<file path="config.mk">
export PLATFORM = sky130hd
export DESIGN_NAME = pixel_sampler
export DESIGN_NICKNAME = d
export VERILOG_FILES = /design/src/rtl/pixel_sampler.sv
export SDC_FILE = /design/constraint.sdc
export NUM_CORES = 1
export LEC_CHECK = 0
export CORE_MARGIN = 4
export CORE_UTILIZATION = 36
export CTS_BUF_LIST = sky130_fd_sc_hd__clkbuf_4
export CTS_CLUSTER_DIAMETER = 80
export CTS_CLUSTER_SIZE = 28
export DETAILED_ROUTE_END_ITERATION = 8
export GPL_TIMING_DRIVEN = 1
export PLACE_DENSITY = 0.64
export SYNTH_ARGS = -nofsm -noshare
export SYNTH_HDL_FRONTEND = slang
export SYNTH_SLANG_ARGS = --single-unit
</file>
<file path="constraint.sdc">
create_clock -name I_rgb_clk -period 7.2 [get_ports I_rgb_clk]
set_input_delay 0.72 -clock I_rgb_clk [delete_from_list [all_inputs] [get_ports I_rgb_clk]]
set_output_delay 0.72 -clock I_rgb_clk [all_outputs]
set_load 0.02 [all_outputs]
</file>
<file path="src/rtl/pixel_sampler.sv">
// Decimates an aligned RGB stream to the LED matrix size by nearest-neighbour sampling with error accumulators.
// Latency: one write registered 1 cycle after the sampled DE cycle; frame_done/size_error 1 cycle after the frame strobe.
// Backpressure: none; at most one write per clock, and the consumer must accept every write.
module pixel_sampler #(
  parameter int MAX_WIDTH  = 1920,
  parameter int MAX_HEIGHT = 1080,
  parameter int OUT_WIDTH  = 128,
  parameter int OUT_HEIGHT = 64,
  parameter int DATA_WIDTH = 24
) (
  input  logic                          I_rgb_clk,
  input  logic                          I_rst_n,
  input  logic                          I_rgb_de,
  input  logic [DATA_WIDTH-1:0]         I_rgb_data,
  input  logic                          I_new_row,
  input  logic                          I_new_frame,
  input  logic [$clog2(MAX_WIDTH)-1:0]  I_image_width,
  input  logic [$clog2(MAX_HEIGHT)-1:0] I_image_height,
  input  logic                          I_image_valid,
  output logic                          O_wr_en,
  output logic [$clog2(OUT_WIDTH)-1:0]  O_wr_x,
  output logic [$clog2(OUT_HEIGHT)-1:0] O_wr_y,
  output logic [DATA_WIDTH-1:0]         O_wr_data,
  output logic                          O_frame_done,
  output logic                          O_size_error
);

  localparam int WW = $clog2(MAX_WIDTH);
  localparam int HW = $clog2(MAX_HEIGHT);
  localparam int XW = $clog2(OUT_WIDTH);
  localparam int YW = $clog2(OUT_HEIGHT);

  // Matrix sizes at accumulator width and at counter width (counters need one
  // extra bit so they can sit at the saturated value OUT_WIDTH / OUT_HEIGHT).
  localparam logic [WW:0] OUT_W_ACC = (WW+1)'(OUT_WIDTH);
  localparam logic [HW:0] OUT_H_ACC = (HW+1)'(OUT_HEIGHT);
  localparam logic [XW:0] OUT_W_CNT = (XW+1)'(OUT_WIDTH);
  localparam logic [YW:0] OUT_H_CNT = (YW+1)'(OUT_HEIGHT);

  logic [WW:0] geo_w;
  logic [HW:0] geo_h;
  logic        frame_active;
  logic [WW:0] acc_x;
  logic [WW:0] nx;
  logic [HW:0] acc_y;
  logic [HW:0] acc_y_plus;
  logic [XW:0] out_x;
  logic [YW:0] out_y;
  logic        row_seen;
  logic        size_ok;
  logic        row_sel;
  logic        pix_ok;
  logic        col_hit;
  logic        emit;

  // Sampling decisions: geometry check, row/column selection and write strobe.
  always_comb begin
    size_ok    = ({1'b0, I_image_width} >= OUT_W_ACC) && ({1'b0, I_image_height} >= OUT_H_ACC);
    acc_y_plus = acc_y + OUT_H_ACC;
    row_sel    = (acc_y_plus >= geo_h) && (out_y < OUT_H_CNT);
    nx         = acc_x + OUT_W_ACC;
    // Strobes take priority, so a DE pixel that coincides with one is dropped.
    pix_ok     = frame_active & I_rgb_de & ~I_new_row & ~I_new_frame;
    col_hit    = pix_ok && (nx >= geo_w);
    emit       = col_hit && row_sel && (out_x < OUT_W_CNT);
  end

  // Geometry latch plus horizontal/vertical error accumulators and output counters.
  always_ff @(posedge I_rgb_clk or negedge I_rst_n) begin
    if (!I_rst_n) begin
      geo_w        <= '0;
      geo_h        <= '0;
      frame_active <= 1'b0;
      acc_x        <= '0;
      acc_y        <= '0;
      out_x        <= '0;
      out_y        <= '0;
      row_seen     <= 1'b0;
    end else if (I_new_frame) begin
      // Resetting everything also stands in for the last row's end update.
      geo_w        <= {1'b0, I_image_width};
      geo_h        <= {1'b0, I_image_height};
      frame_active <= I_image_valid & size_ok;
      acc_x        <= '0;
      acc_y        <= '0;
      out_x        <= '0;
      out_y        <= '0;
      row_seen     <= 1'b0;
    end else if (frame_active) begin
      if (I_new_row) begin
        acc_x    <= '0;
        out_x    <= '0;
        row_seen <= 1'b0;
        // Blank rows (no DE) leave the vertical state untouched.
        if (row_seen) begin
          if (row_sel) begin
            acc_y <= acc_y_plus - geo_h;
            out_y <= out_y + 1'b1;
          end else begin
            acc_y <= acc_y_plus;
          end
        end
      end else if (pix_ok) begin
        row_seen <= 1'b1;
        if (col_hit) begin
          acc_x <= nx - geo_w;
          if (out_x != OUT_W_CNT) begin
            out_x <= out_x + 1'b1;
          end
        end else begin
          acc_x <= nx;
        end
      end
    end
  end

  // Registered write port and frame status; write fields hold while idle.
  always_ff @(posedge I_rgb_clk or negedge I_rst_n) begin
    if (!I_rst_n) begin
      O_wr_en      <= 1'b0;
      O_wr_x       <= '0;
      O_wr_y       <= '0;
      O_wr_data    <= '0;
      O_frame_done <= 1'b0;
      O_size_error <= 1'b0;
    end else begin
      O_wr_en      <= emit;
      O_frame_done <= I_new_frame & frame_active;
      if (emit) begin
        O_wr_x    <= out_x[XW-1:0];
        O_wr_y    <= out_y[YW-1:0];
        O_wr_data <= I_rgb_data;
      end
      if (I_new_frame) begin
        O_size_error <= I_image_valid & ~size_ok;
      end
    end
  end

endmodule

</file>
==> key figures, run 1 <==
Synth
  • Post-synth EDFFs: 0
  • Synth warn: 0
  • Post-synth design cell area: 0.00551 mm2
  • Post-synth top area share: 0.468
  • Register area share after synthesis: 0.468
  • Library cells used by synthesis: 59
  • Synthesized flop and latch total: 103
  • Avg Inst Size Synth: ~10 um2
  • Synth Instances: between 500 and 600
  • Main flop type after synthesis: dfrtp_1
  • Area contributors post-synth: dfrtp_1, ha_1, mux2_4
  • Syn Nets: 606
  • Area leader, netlist: dfrtp_1
  • Share of synthesized flip-flops with an asynchronous set or reset: 1.00

Clocking
  • PostCTS Resize Cnt: 0
  • Clock Latency Late Sink: approximately 0.48 ns
  • Hold_buf cts: 0
  • Clock Pin Slew Worst Setup and Hold Paths: roughly 0.17 ns
  • TritonCTS clock tree: yes
  • Clk sinks: 103
  • Max H-tree Level: 3
  • CTS Buffer Depth: 2
  • Root buffer cell: clkbuf_4
  • TritonCTS buffer count: 9
  • Setup Fix Bufs, Post-CTS: 0

Routing
  • Final routed DRC violation total: 0
  • Initial DRC count: 203
  • Post-route ant nets: 0
  • Drt pass-1 iters: 4
  • Wire length per cell: 15.2 um
  • Drt total wl: 12100 um
  • Vias: 4179
  • Vias/cell: 5.22

Critical path
  • Max FO, Critical Path: 38
  • Crit-path most repeated cell: ha_1
  • CP Capture Type: flip-flop
  • Max incr delay on CP: approximately 0.92 ns
  • CP bufs+invs: 0
  • Arrival time at the worst endpoint: about 4.5 ns
  • Crit path max-delay family: simple AND/OR/NAND/NOR gates
  • Crit path max-delay cell type: or3_2
  • Critical Path RT: around 7.6 ns
  • Critical path, cell by cell: ha_1, xor2_1, ha_1, a21oi_1, nor2_1, nor3b_1, a21o_1, or3_2, mux2_2
  • Crit Path Category: reg -> reg
  • Crit path launch type: flip-flop

Die
  • Io pins: 92
  • Die area: 0.0173 mm2
  • Initial core utilization: 0.373
  • Die Span Y: ~130 um
  • Total core area: ~0.015 mm2
  • Rows: 44
  • Die width: 132 um

Timing
  • Setup violators final: 0
  • Hold_ws: about 0.20 ns
  • Skew final: 0.0242 ns
  • Final Worst Setup Slack: 3.07 ns
  • Period minus WS final: a little over 4 ns
  • Slew margin rel.: 0.309
  • Final period util: 0.573
  • RSZ-0062 raised after global routing: no
  • FMAX: 242 MHz
  • Final hold vios: 0
  • Max Slew Vio Count: 0
  • Slew @ Worst Pin: between 1 and 1.5 ns
  • Setup TNS Final: 0 ns

Layout
  • Layout cell share with drive strength beyond 1: 0.107
  • Diode count: 0
  • Final #Nets: 693
  • Synthesis-to-finish area growth: 22.7%
  • Filler instances: about 1400

Global routing
  • Initial antenna violation count: 0
  • Vias in the first global route: ~4100
  • GR Util All Layers: 0.144
  • Wire length of the first global-routing pass: 20800 um
  • Largest net degree at the start of global routing: 63
  • Total grt overflow: 0

Power and ir drop
  • Pwr dens: 175 mW/mm2
  • Maximum VDD drop: 0.000131 V
  • Leakage power: 3.15 nW
  • Final Total Pwr: 1.18 mW

Placed design
  • HPWL after detailed placement: 9050 um
  • Routability cong.: 0.854
  • Port Buf Inserts: 91
  • Pre-CTS WS: around 3.2 ns

Flow run
  • Max cap viols: 0

Outcome
  • Status: complete, no violations

Hold path
  • HP Class: in -> async
[final cells by class]
class                   instances  area, um2  share of cell area
repair buffers                 93        918               0.136
clock buffers                  10       75.1              0.0111
inverters                      39        146              0.0217
multi-input cells             366       2690               0.398
clock inverters                 6        116              0.0172
flip-flops and latches        103       2580               0.382
well taps                     184        230              0.0341
[worst paths after layout]
path | start | to | slack (ns) | cells after the start
worst min register to register | O_wr_data[23] | O_wr_data[23] | 0.52 | 1
worst max-delay path | acc_x[7] | O_wr_data[18] | 3.07 | 9
worst min-delay path | I_rst_n | O_wr_x[6] | 0.20 | 1
min in group I_rgb_clk | O_wr_data[23] | O_wr_data[23] | 0.52 | 1
worst max register to register | acc_x[7] | O_wr_data[18] | 3.07 | 9
max in group asynchronous | I_rst_n | geo_w[8] | 5.83 | 2
[cell usage in the layout (no fill, tap or decap), types with 10 or more instances in the layout]
master           instances
dfrtp_1                103
clkdlybuf4s50_1         89
nand2_1                 49
o21ai_0                 43
inv_1                   39
ha_1                    27
a21oi_1                 24
mux2_2                  24
nand3_1                 23
mux2_4                  19
nor2_1                  18
xnor2_1                 13
clkbuf_4                10
[cells in the mapped netlist (all sizes together), types with 6 or more instances]
cell type,n
nand2,49
dfrtp,103
or4,8
xor2,9
buf,10
mux2i,7
xnor2,13
nand4,8
nand3,23
ha,27
a21oi,24
o21ai,44
nor2,18
inv,39
nor3,8
mux2,43
nand2b,6
o31ai,6
a22o,6
clkbuf,7
[per-stage QoR]
step	area, um2	util	instances
finish	6760	0.458	801
CTS	6760	0.458	801
detailed placement	6560	0.445	785
floorplan	5510	-	525
global route	6760	0.458	801
global placement	6560	0.445	785
[power breakdown]
| group | total, mW | leakage [nW] | switching [mW] | internal, mW |
|---|---|---|---|---|
| clock | 0.385 | 0.102 | 0.201 | 0.184 |
| sequential | 0.607 | 1.39 | 0.00935 | 0.597 |
| combinational | 0.192 | 1.65 | 0.106 | 0.0863 |
[logic make-up (layout without fill, tap and decap cells)]
kind of cell	after synthesis	count (layout)	share of synthesized area
compound gates	124	124	0.146
xor+xnor	22	22	0.0350
fa+ha+maj	29	29	0.0686
buf+inv	56	148	0.0432
flops	103	103	0.468
mux	50	50	0.114
simple gates	141	141	0.126
[state kept, by name (all words and copies together) (netlist names), 6 cells and up]
| register | cells |
|---|---|
| O_wr_data | 24 |
| acc_x | 12 |
| acc_y | 12 |
| geo_h | 11 |
| geo_w | 11 |
| out_x | 8 |
| O_wr_x | 7 |
| out_y | 7 |
| O_wr_y | 6 |
[worst register-to-register path: stages, from the launching register on]
cell     delay (ns)
dfrtp_1        0.47
ha_1           0.27
xor2_1         0.16
ha_1           0.38
a21oi_1        0.18
nor2_1         0.05
nor3b_1        0.55
a21o_1         0.59
or3_2          0.92
mux2_2         0.45
[metal layers]
layer	global-route usage	part of all wire	vias up
met4	0.0391	0.011	0
met5	0	0	-
met2	0.206	0.41	130
met1	0.213	0.51	1970
li1	-	-	2067
met3	0.0428	0.063	12
(Power assumes the default switching activity.)
==> run 2: changes to the inputs <==
--- a/config.mk
+++ b/config.mk
@@ -12,7 +12,7 @@
 export CTS_CLUSTER_SIZE = 28
 export DETAILED_ROUTE_END_ITERATION = 8
 export GPL_TIMING_DRIVEN = 1
-export PLACE_DENSITY = 0.64
+export PLACE_DENSITY = 0.66
 export SYNTH_ARGS = -nofsm -noshare
 export SYNTH_HDL_FRONTEND = slang
 export SYNTH_SLANG_ARGS = --single-unit
==> constraint.sdc (replaced) <==
create_clock -name I_rgb_clk -period 3.6 [get_ports I_rgb_clk]
set_input_delay 0.36 -clock I_rgb_clk [delete_from_list [all_inputs] [get_ports I_rgb_clk]]
set_output_delay 0.36 -clock I_rgb_clk [all_outputs]
set_load 0.02 [all_outputs]
==> run 2 against run 1 <==
Compared with the run above: global-route usage shrank 0.087 points; largest power group unchanged; via count grew 2.4%; largest cell class unchanged; clock skew decreased by 0.0062 ns.
==> key figures, run 2 (same netlist as run 1, synthesis figures left out) <==
Outcome
  • Status: complete, no violations

Clocking
  • Max H-tree Level: 3
  • Clock Latency Late Sink: roughly 0.49 ns
  • Clk sinks: about 100
  • CTS Buffer Depth: 2
  • Clock Pin Slew Worst Setup and Hold Paths: 0.17 ns
  • PostCTS Resize Cnt: 0
  • TritonCTS clock tree: yes
  • TritonCTS buffer count: 9
  • Hold_buf cts: 1
  • Root buffer cell: clkbuf_4
  • Setup Fix Bufs, Post-CTS: 0

Critical path
  • Crit Path Category: reg -> reg
  • CP Capture Type: flip-flop
  • R2r startpoint: acc_y[6]
  • Critical path, cell by cell: ha_1, xor2_1, ha_1, nand2_1, a21boi_0, o41ai_1, a31o_2, or3_2, buf_4, mux2_4
  • Crit path launch type: flip-flop
  • Crit-path most repeated cell: ha_1
  • Crit path max-delay family: adder cells
  • Critical Path RT: 3.99 ns
  • Max incr delay on CP: 0.46 ns
  • Crit path max-delay cell type: dfrtp_1
  • Max FO, Critical Path: 38
  • Arrival time at the worst endpoint: 3.61 ns
  • CP bufs+invs: 1
  • CP startpoint: acc_y[6]

Routing
  • Drt total wl: 12300 um
  • Drt pass-1 iters: 4
  • Wire length per cell: ~15 um
  • Vias: about 4300
  • Final routed DRC violation total: 0
  • Vias/cell: 5.29
  • Initial DRC count: roughly 130
  • Post-route ant nets: 0

Timing
  • Slew margin rel.: 0.250
  • Setup TNS Final: 0 ns
  • Max Slew Vio Count: 0
  • Skew final: between 0.015 and 0.02 ns
  • RSZ-0062 raised after global routing: no
  • Slew @ Worst Pin: ~1.1 ns
  • FMAX: between 300 and 400 MHz
  • Setup violators final: 0
  • Final period util: 0.896
  • Period minus WS final: 3.23 ns
  • Final hold vios: 0

Placed design
  • Placed Area: 0.00661 mm2
  • Routability cong.: 0.852
  • Port Buf Inserts: 91
  • HPWL after detailed placement: 9270 um

Global routing
  • Wire length of the first global-routing pass: a little over 20000 um
  • Total grt overflow: 0
  • Initial antenna violation count: 1
  • Largest net degree at the start of global routing: around 60
  • Vias in the first global route: approximately 4200
  • GR Util All Layers: 0.143

Power and ir drop
  • Final Total Pwr: 2.25 mW
  • Pwr dens: 332 mW/mm2
  • Maximum VDD drop: around 0.00024 V
  • Leakage power: 3.16 nW

Hold path
  • Hold Path Origin: I_new_frame
  • HP Class: in -> reg

Flow run
  • Max cap viols: 0

Die
  • Io pins: 92
  • Die area: 0.0173 mm2
  • Total core area: 0.0148 mm2
  • Die Span Y: 132 um
  • Initial core utilization: 0.373
  • Die width: 132 um
  • Rows: 44

Layout
  • Final instance area: 0.00678 mm2
  • Layout cell share with drive strength beyond 1: 0.117
  • Synthesis-to-finish area growth: 23.2%
  • Most frequent cells in the layout: dfrtp_1, clkdlybuf4s50_1, nand2_1, o21ai_0, inv_1
  • Max reg flops: 24
  • Final #Nets: 700
  • Largest reg by FF count: O_wr_data
  • Most common cell after layout, fill and taps aside: dfrtp_1
  • Biggest regs: O_wr_data (24), acc_x (12), acc_y (12)
run 2: cell types whose count changed in the layout (fill, tap and decap cells not counted):
cell | previous run | this run
inv_8 | 2 | 1
clkinv_4 | 0 | 2
clkinv_1 | 1 | 0
buf_4 | 3 | 9
clkinvlp_4 | 0 | 1
clkbuf_4 | 10 | 9
dlygate4sd3_1 | 0 | 1
buf_2 | 1 | 0
bufinv_16 | 3 | 1
inv_6 | 0 | 1
clkbuf_2 | 0 | 1
clkinv_8 | 0 | 1
diode_2 | 0 | 1
run 2: layout make-up:
type | count | area [um2]
Clock buffer | 9 | 67.6
Multi-Input combinational cell | 366 | 2690
Antenna cell | 1 | 2.50
Timing Repair Buffer | 100 | 973
Fill cell | 1394 | 7970
Clock inverter | 7 | 91.3
Inverter | 39 | 146
Tap cell | 184 | 230
Sequential cell | 103 | 2580
run 2: final timing paths:
check | end | slack [ns] | cells past startpoint
max | O_wr_data[21] | 0.37 | 10
min | out_y[6] | 0.19 | 3
max reg2reg | O_wr_data[21] | 0.37 | 10
min reg2reg | acc_y[0] | 0.52 | 1
max in group asynchronous | acc_x[6] | 2.30 | 3
min in group asynchronous | O_wr_y[0] | 0.46 | 2
run 2: power breakdown:
part           internal [mW]  total, mW  leakage, nW  switching, mW
clock                  0.227      0.649       0.0814          0.422
combinational          0.176      0.389         1.68          0.213
sequential              1.19       1.21         1.39         0.0195
total                   1.60       2.25         3.16          0.655
run 2: metal layers:
| layer | share of wire | up-vias | track usage |
|---|---|---|---|
| li1 | - | 2071 | - |
| met1 | 0.49 | 2067 | 0.202 |
| met2 | 0.43 | 134 | 0.216 |
| met3 | 0.070 | 9 | 0.0440 |
| met4 | 0.010 | 0 | 0.0373 |
| met5 | 0 | - | 0 |
run 2: per-stage QoR:
stage / worst slack (ns) / cells / utilization / hold slack (ns)
floorplan: 0.805 / 525 / - / 0.0644
global placement: 0.564 / 791 / 0.448 / 0.464
detailed placement: 0.397 / 791 / 0.448 / 0.470
CTS: 0.379 / 808 / 0.459 / 0.164
global route: 0.215 / 809 / 0.460 / 0.177
finish: 0.375 / 809 / 0.460 / 0.188
run 2: tightest hold or removal path, delay by kind of cell:
| kind | cells | cell delay (ns) |
|---|---|---|
| compound gates | 1 | 0.11 |
| buf+inv | 2 | 0.19 |
